==> src/rtl/noc_router_mesh.sv <==
// noc_router_mesh: 5-port (L,N,E,W,S) wormhole mesh router with XY routing and packet-locked round-robin outputs.
// Optional feature macro: NOC_PARITY_EN (even parity in bit 0, checked on input write, regenerated on output).
module noc_router_mesh #(
   parameter int         DATA_WIDTH = 32,
   parameter int         FIFO_DEPTH = 4,
   parameter int         COORD_W    = 2,
   parameter int         CUR_X      = 0,
   parameter int         CUR_Y      = 0,
   parameter logic [4:0] CONN       = 5'b11111
) (
   input  logic                    clk,
   input  logic                    rst,
   input  logic [5*DATA_WIDTH-1:0] rx,
   input  logic [4:0]              drts,
   output logic [4:0]              cts,
   output logic [5*DATA_WIDTH-1:0] tx,
   output logic [4:0]              rts,
   input  logic [4:0]              dcts,
   output logic [4:0]              route_err,
   output logic [4:0]              parity_err
);
   localparam int DW     = DATA_WIDTH;
   localparam int ADDR_W = 2 * COORD_W;
   localparam int PTR_W  = $clog2(FIFO_DEPTH);
   localparam int CNT_W  = PTR_W + 1;
   localparam logic [2:0]         T_HEAD   = 3'b001;
   localparam logic [2:0]         T_TAIL   = 3'b100;
   localparam logic [COORD_W-1:0] MY_X     = COORD_W'(CUR_X);
   localparam logic [COORD_W-1:0] MY_Y     = COORD_W'(CUR_Y);
   localparam logic [CNT_W-1:0]   FULL_CNT = CNT_W'(FIFO_DEPTH);

   typedef enum logic [1:0] {S_IDLE = 2'd0, S_REQ = 2'd1, S_FWD = 2'd2, S_DROP = 2'd3} in_state_t;

   function automatic logic par_even(input logic [DW-1:0] f);
      return ^f[DW-1:1];
   endfunction

   function automatic logic [DW-1:0] out_flit(input logic [DW-1:0] f);
`ifdef NOC_PARITY_EN
      return {f[DW-1:1], par_even(f)};
`else
      return f;
`endif
   endfunction

   function automatic logic [2:0] xy_route(input logic [ADDR_W-1:0] dst);
      logic [COORD_W-1:0] dx;
      logic [COORD_W-1:0] dy;
      dx = dst[COORD_W-1:0];
      dy = dst[ADDR_W-1:COORD_W];
      if (dx > MY_X)      return 3'd2;
      else if (dx < MY_X) return 3'd3;
      else if (dy > MY_Y) return 3'd4;
      else if (dy < MY_Y) return 3'd1;
      else                return 3'd0;
   endfunction

   function automatic logic [2:0] rr_idx(input logic [2:0] last, input int k);
      return 3'((int'(last) + 1 + k) % 5);
   endfunction

   logic [DW-1:0]    mem_r [5][FIFO_DEPTH];
   logic [PTR_W-1:0] wr_ptr_r [5];
   logic [PTR_W-1:0] rd_ptr_r [5];
   logic [CNT_W-1:0] cnt_r [5];
   logic [CNT_W-1:0] cnt_next_s [5];
   logic [DW-1:0]    head_s [5];
   logic [2:0]       route_s [5];
   logic [2:0]       route_r [5];
   in_state_t        state_r [5];
   in_state_t        state_s [5];
   logic [2:0]       owner_r [5];
   logic [2:0]       last_r [5];
   logic [2:0]       gnt_idx_s [5];
   logic [DW-1:0]    tx_r [5];
   logic [4:0] empty_s, wr_s, pop_s, par_bad_s, fwd_s, gnt_vld_s, granted_s, drop_err_s;
   logic [4:0] cts_r, rts_r, route_err_r, parity_err_r, lock_r;

   // FIFO head view, write qualification, next occupancy and parity check per input
   always_comb begin
      for (int i = 0; i < 5; i++) begin
         head_s[i]  = mem_r[i][rd_ptr_r[i]];
         empty_s[i] = (cnt_r[i] == {CNT_W{1'b0}});
         wr_s[i]    = drts[i] & cts_r[i];
         route_s[i] = xy_route(head_s[i][DW-16 -: ADDR_W]);
`ifdef NOC_PARITY_EN
         par_bad_s[i] = wr_s[i] & (^rx[i*DW +: DW]);
`else
         par_bad_s[i] = 1'b0;
`endif
         case ({wr_s[i], pop_s[i]})
            2'b10:   cnt_next_s[i] = cnt_r[i] + CNT_W'(1);
            2'b01:   cnt_next_s[i] = cnt_r[i] - CNT_W'(1);
            default: cnt_next_s[i] = cnt_r[i];
         endcase
      end
   end

   // Output arbitration: round-robin grant on free outputs, forwarding on locked ones
   always_comb begin
      granted_s = 5'b00000;
      for (int o = 0; o < 5; o++) begin
         gnt_vld_s[o] = 1'b0;
         gnt_idx_s[o] = 3'd0;
         if (!lock_r[o] && CONN[o]) begin
            for (int k = 0; k < 5; k++) begin
               if (!gnt_vld_s[o] && state_r[rr_idx(last_r[o], k)] == S_REQ &&
                   route_r[rr_idx(last_r[o], k)] == 3'(o)) begin
                  gnt_vld_s[o] = 1'b1;
                  gnt_idx_s[o] = rr_idx(last_r[o], k);
               end else begin
                  gnt_vld_s[o] = gnt_vld_s[o];
               end
            end
         end else begin
            gnt_vld_s[o] = 1'b0;
         end
         fwd_s[o] = lock_r[o] & ~empty_s[owner_r[o]] & dcts[o];
         if (gnt_vld_s[o]) granted_s[gnt_idx_s[o]] = 1'b1;
         else              granted_s = granted_s;
      end
   end

   // Per-input pop decision and packet FSM next state
   always_comb begin
      for (int i = 0; i < 5; i++) begin
         pop_s[i]      = 1'b0;
         state_s[i]    = state_r[i];
         drop_err_s[i] = 1'b0;
         case (state_r[i])
            S_IDLE: begin
               // Stray body/tail flits at the head are discarded to resynchronise
               pop_s[i] = ~empty_s[i] & (head_s[i][DW-1 -: 3] != T_HEAD);
               if (!empty_s[i] && head_s[i][DW-1 -: 3] == T_HEAD) state_s[i] = S_REQ;
               else                                                state_s[i] = S_IDLE;
            end
            S_REQ: begin
               if (!CONN[route_r[i]]) begin
                  state_s[i]    = S_DROP;
                  drop_err_s[i] = 1'b1;
               end else if (granted_s[i]) begin
                  state_s[i] = S_FWD;
               end else begin
                  state_s[i] = S_REQ;
               end
            end
            S_FWD, S_DROP: begin
               pop_s[i] = (state_r[i] == S_FWD) ? fwd_s[route_r[i]] : ~empty_s[i];
               if (pop_s[i] && head_s[i][DW-1 -: 3] == T_TAIL) state_s[i] = S_IDLE;
               else                                            state_s[i] = state_r[i];
            end
            default: state_s[i] = S_IDLE;
         endcase
      end
   end

   // Input FIFO storage, pointers, registered cts and sticky parity flags
   always_ff @(posedge clk or negedge rst) begin
      if (!rst) begin
         for (int i = 0; i < 5; i++) begin
            for (int d = 0; d < FIFO_DEPTH; d++) mem_r[i][d] <= {DW{1'b0}};
            wr_ptr_r[i] <= {PTR_W{1'b0}};
            rd_ptr_r[i] <= {PTR_W{1'b0}};
            cnt_r[i]    <= {CNT_W{1'b0}};
         end
         cts_r        <= 5'b00000;
         parity_err_r <= 5'b00000;
      end else begin
         for (int i = 0; i < 5; i++) begin
            if (wr_s[i]) begin
               mem_r[i][wr_ptr_r[i]] <= rx[i*DW +: DW];
               wr_ptr_r[i]           <= wr_ptr_r[i] + PTR_W'(1);
            end
            if (pop_s[i]) rd_ptr_r[i] <= rd_ptr_r[i] + PTR_W'(1);
            cnt_r[i] <= cnt_next_s[i];
            cts_r[i] <= (cnt_next_s[i] != FULL_CNT);
            if (par_bad_s[i]) parity_err_r[i] <= 1'b1;
         end
      end
   end

   // Input FSM state, captured route and route error pulse
   always_ff @(posedge clk or negedge rst) begin
      if (!rst) begin
         for (int i = 0; i < 5; i++) begin
            state_r[i] <= S_IDLE;
            route_r[i] <= 3'd0;
         end
         route_err_r <= 5'b00000;
      end else begin
         for (int i = 0; i < 5; i++) begin
            state_r[i] <= state_s[i];
            if (state_r[i] == S_IDLE) route_r[i] <= route_s[i];
         end
         route_err_r <= drop_err_s;
      end
   end

   // Output locks, round-robin history and registered flit outputs
   always_ff @(posedge clk or negedge rst) begin
      if (!rst) begin
         for (int o = 0; o < 5; o++) begin
            owner_r[o] <= 3'd0;
            last_r[o]  <= 3'd0;
            tx_r[o]    <= {DW{1'b0}};
         end
         lock_r <= 5'b00000;
         rts_r  <= 5'b00000;
      end else begin
         for (int o = 0; o < 5; o++) begin
            if (gnt_vld_s[o]) begin
               lock_r[o]  <= 1'b1;
               owner_r[o] <= gnt_idx_s[o];
               last_r[o]  <= gnt_idx_s[o];
            end else if (fwd_s[o] && head_s[owner_r[o]][DW-1 -: 3] == T_TAIL) begin
               lock_r[o] <= 1'b0;
            end
            rts_r[o] <= fwd_s[o];
            if (fwd_s[o]) tx_r[o] <= out_flit(head_s[owner_r[o]]);
         end
      end
   end

   // Flatten per-port output registers onto the bus
   always_comb begin
      for (int o = 0; o < 5; o++) tx[o*DW +: DW] = tx_r[o];
   end

   assign cts        = cts_r;
   assign rts        = rts_r;
   assign route_err  = route_err_r;
   assign parity_err = parity_err_r;
endmodule

==> config.mk <==
export PLATFORM = sky130hd
export DESIGN_NAME = noc_router_mesh
export DESIGN_NICKNAME = d
export VERILOG_FILES = /design/src/rtl/noc_router_mesh.sv
export SDC_FILE = /design/constraint.sdc
export NUM_CORES = 1
export LEC_CHECK = 0
export CORE_ASPECT_RATIO = 0.8
export CORE_MARGIN = 1
export CORE_UTILIZATION = 35
export CTS_CLUSTER_SIZE = 24
export DETAILED_ROUTE_END_ITERATION = 7
export GPL_ROUTABILITY_DRIVEN = 0
export GPL_TIMING_DRIVEN = 0
export PLACE_DENSITY = 0.6
export SLEW_MARGIN = 40
export SYNTH_ARGS = -nofsm -noshare
export SYNTH_HDL_FRONTEND = slang
export SYNTH_SLANG_ARGS = --single-unit
==> constraint.sdc <==
create_clock -name clk -period 7.5 [get_ports clk]
set_clock_uncertainty 0.1 [all_clocks]
set_input_delay 1.5 -clock clk [delete_from_list [all_inputs] [get_ports clk]]
set_output_delay 1.5 -clock clk [all_outputs]
set_load 0.1 [all_outputs]
==> parameters.txt <==
Parameter                              Value

Status
  Outcome    finished clean

GRT
  Global-route wire length before repair    221 mm
  Vias in the first global route    34,000
  Pin count of the biggest net entering global routing    110
  Total global routing overflow    0
  Number of antenna violations at the first check in global routing    24
  Global router's overall resource usage    0.210

STA
  Final critical-path required period    7280 ps
  Remaining max-slew budget at the tightest pin    0.401
  Total of endpoints with negative setup slack in the final report    0
  Smallest hold slack    roughly 350 ps
  Share of the clock period used by the worst path    0.971
  Max Clk Rate    137 MHz
  Max-slew violation count    0
  Transition at the pin with the smallest max-transition slack    between 800 and 900 ps
  Count of endpoints failing hold in the final timing report    0

Floorplanning
  Std cell rows    121
  Area of the core    136,000 um2
  Die ar.    139,000 um2
  Die Span Y    333 um
  Die Width    416 um
  Initial core utilization    0.353
  Top-level I/O count    352

Yosys
  Avg Synthesized Cell Area    12.5 um2
  Synth Cell Area    between 40,000 and 50,000 um2
  Number of enable flip-flop cells after synthesis    0
  Distinct cell type count of the synthesized netlist    between 100 and 150
  Synthesized instance count    3,846
  Synthesis Warnings    0
  Async set or reset register ratio after synthesis    1.00
  Main flop type after synthesis    sky130_fd_sc_hd__dfrtp_1
  Flops & latches, synth    877
  Sequential element share of the synthesized area    0.457

Critical path
  Category of the most critical setup path    reg -> reg
  Required time of the worst setup path    between 7000 and 8000 ps
  Worst reg-to-reg setup slack    220 ps
  Top cell family by delay on the critical path    compound AO/OA/AOI/OAI gates
  Worst stage delay on the critical path    410 ps
  Element type at the critical path end    flop
  Maximum net fanout on the critical path    12
  Crit path buffers/inverters    9
  CP Launch Type    flop
  CP Data Arrival Time    7750 ps
  Max stage delay cell, worst path    sky130_fd_sc_hd__or3_4

Route
  First drt pass iteration count    8
  Wire length reported by the detailed router    ~150 mm
  Number of violations reported at the end of detailed-routing iteration 0    3,021
  Overall via count from detail_route    34,600
  Vias per Instance    ~5.6
  Routed wire length per instance    23.8 um
  Antenna viol nets, final    0
  DRC violations left    0

Finish
  Most common library cell in the layout ignoring fill and taps    sky130_fd_sc_hd__dfrtp_1
  Layout cells sized above 1    0.345
  Synth-to-Final Area Change    20.3%
  Fin nets    4,671
  Most frequent cells in the layout    sky130_fd_sc_hd__dfrtp_1 (873), sky130_fd_sc_hd__mux2_2 (660), sky130_fd_sc_hd__mux4_2 (262), sky130_fd_sc_hd__nand2_1 (253), sky130_fd_sc_hd__buf_2 (197)

CTS
  Clock tree root driver cell    sky130_fd_sc_hd__clkbuf_16
  CTS tree    done
  Clock slew at the register clock pins of the worst setup and hold paths    around 60 ps
  Hold-fix buffers at CTS    0
  Number of buffers added by the clock tree synthesis step    97
  Clock Sinks    877
  H-tree depth reported by CTS    3
  Maximum clock path buffer count    3
  Clock latency on the worst-skew pair    700 ps

Placed design
  Post-DP HPWL    approximately 110 mm
  Total of buffers placed on input and output ports    339

Job
  Reported max-cap violation count    0

Min path
  Hold crit path type    reg -> reg
-- cell families (layout without fill, tap and decap cells) --
| group | count (synthesis) | after routing | share of synthesized area |
|---|---|---|---|
| other | 1 | 26 | 0.0000782 |
| DFF | 877 | 877 | 0.457 |
| muxes | 967 | 967 | 0.287 |
| xor gates and xnor gates | 84 | 85 | 0.0165 |
| buffers and inverters | 404 | 981 | 0.0333 |
| and+or+nand+nor | 691 | 691 | 0.0707 |
| AOI/OAI and AO/OA | 674 | 674 | 0.0954 |
| adders and majority gates | 148 | 148 | 0.0392 |
-- per-layer routing --
metal / wire length (um) / global-route usage / vias up
li1: - / - / 15400
met1: 64600 / 0.289 / 17700
met2: 67400 / 0.323 / 1153
met3: 9840 / 0.0448 / 306
met4: 6100 / 0.0821 / 28
met5: 178 / 0 / -
-- layout make-up --
cell class / instances / area (um2)
Inverter: 108 / 447
Buffer: 295 / 1380
Timing Repair Buffer: 399 / 3190
Antenna cell: 14 / 35.0
Multi-Input combinational cell: 2577 / 25000
Fill cell: 12700 / 78200
Clock buffer: 136 / 2810
Sequential cell: 877 / 22000
Clock inverter: 43 / 652
Tap cell: 1783 / 2230
-- final timing paths --
check,startpoint,endpoint,depth (start not counted)
setup / recovery,last_r[7],state_r[2],34
hold / removal,tx[116],tx[116],1
setup reg to reg,last_r[7],state_r[2],34
hold reg to reg,tx[116],tx[116],1
max in group asynchronous,rst,mem_r[52],4
min in group asynchronous,rst,tx[127],1
-- worst reg2reg max path, delay by kind of cell (launching register included) --
| kind | cells | cell delay (ps) |
|---|---|---|
| adder cells (fa/ha/maj) | 5 | 1110 |
| AO/OA/AOI/OAI | 10 | 1980 |
| flip-flops | 1 | 400 |
| buffers and inverters | 9 | 1170 |
| multiplexers | 2 | 380 |
| AND/OR/NAND/NOR | 6 | 1690 |
| XOR/XNOR | 2 | 380 |
-- through the flow --
step	setup TNS, ps	std cells	cell area [um2]	utilization	setup slack [ps]
6_report	0	6232	57700	0.425	216
5_1_grt	-257	6223	57700	0.424	-76.1
4_1_cts	0	6188	57200	0.420	8.84
3_5_place_dp	-30380	5989	53200	0.391	-1960
3_3_place_gp	-	5979	53700	0.395	-35480
2_1_floorplan	0	3857	48000	-	32.4
-- flip-flops by register name, summed over array words and instances (netlist names) --
register	count
mem_r	640
tx	160
cnt_r	15
rd_ptr_r	10
route_r	10
state_r	10
wr_ptr_r	10
last_r	9
cts	5
rts	5
lock_r	3
-- synthesized netlist by cell type (9+ instances only) --
cell type / count / area [um2]
sky130_fd_sc_hd__a211o_1: 9 / 78.8
sky130_fd_sc_hd__a211oi_1: 17 / 128
sky130_fd_sc_hd__a21boi_0: 9 / 67.6
sky130_fd_sc_hd__a21o_1: 23 / 173
sky130_fd_sc_hd__a21oi_1: 87 / 435
sky130_fd_sc_hd__a22oi_1: 104 / 781
sky130_fd_sc_hd__a31oi_1: 25 / 156
sky130_fd_sc_hd__and2_1: 13 / 81.3
sky130_fd_sc_hd__and3_1: 18 / 113
sky130_fd_sc_hd__buf_1: 77 / 289
sky130_fd_sc_hd__buf_2: 19 / 95.1
sky130_fd_sc_hd__buf_4: 14 / 105
sky130_fd_sc_hd__clkbuf_1: 186 / 698
sky130_fd_sc_hd__dfrtp_1: 877 / 21900
sky130_fd_sc_hd__ha_1: 139 / 1740
sky130_fd_sc_hd__inv_1: 96 / 360
sky130_fd_sc_hd__mux2_2: 660 / 7430
sky130_fd_sc_hd__mux2i_1: 45 / 450
sky130_fd_sc_hd__mux4_2: 262 / 5900
sky130_fd_sc_hd__nand2_1: 254 / 953
sky130_fd_sc_hd__nand2b_1: 50 / 313
sky130_fd_sc_hd__nand3_1: 67 / 335
sky130_fd_sc_hd__nand4_1: 11 / 68.8
sky130_fd_sc_hd__nor2_1: 124 / 465
sky130_fd_sc_hd__nor2b_1: 24 / 150
sky130_fd_sc_hd__nor3_1: 38 / 190
sky130_fd_sc_hd__nor3b_1: 18 / 135
sky130_fd_sc_hd__o211ai_1: 27 / 203
sky130_fd_sc_hd__o21ai_0: 191 / 956
sky130_fd_sc_hd__o21bai_1: 10 / 75.1
sky130_fd_sc_hd__o221ai_1: 12 / 105
sky130_fd_sc_hd__o22ai_1: 18 / 113
sky130_fd_sc_hd__or2_2: 10 / 62.6
sky130_fd_sc_hd__or3_1: 13 / 81.3
sky130_fd_sc_hd__xnor2_1: 54 / 473
sky130_fd_sc_hd__xor2_1: 24 / 210
-- repair_timing --
item / 4_1_cts / 5_1_grt
resized for setup: 88 / 75
pin swaps: 15 / 30
cloned: 0 / 1
setup buffers: 21 / 26
endpoints found under the setup margin: 22 / 19
Power is left out: the tool's default activity adds up to more than one toggle a clock period on the data nets, which glitch-free logic cannot reach.
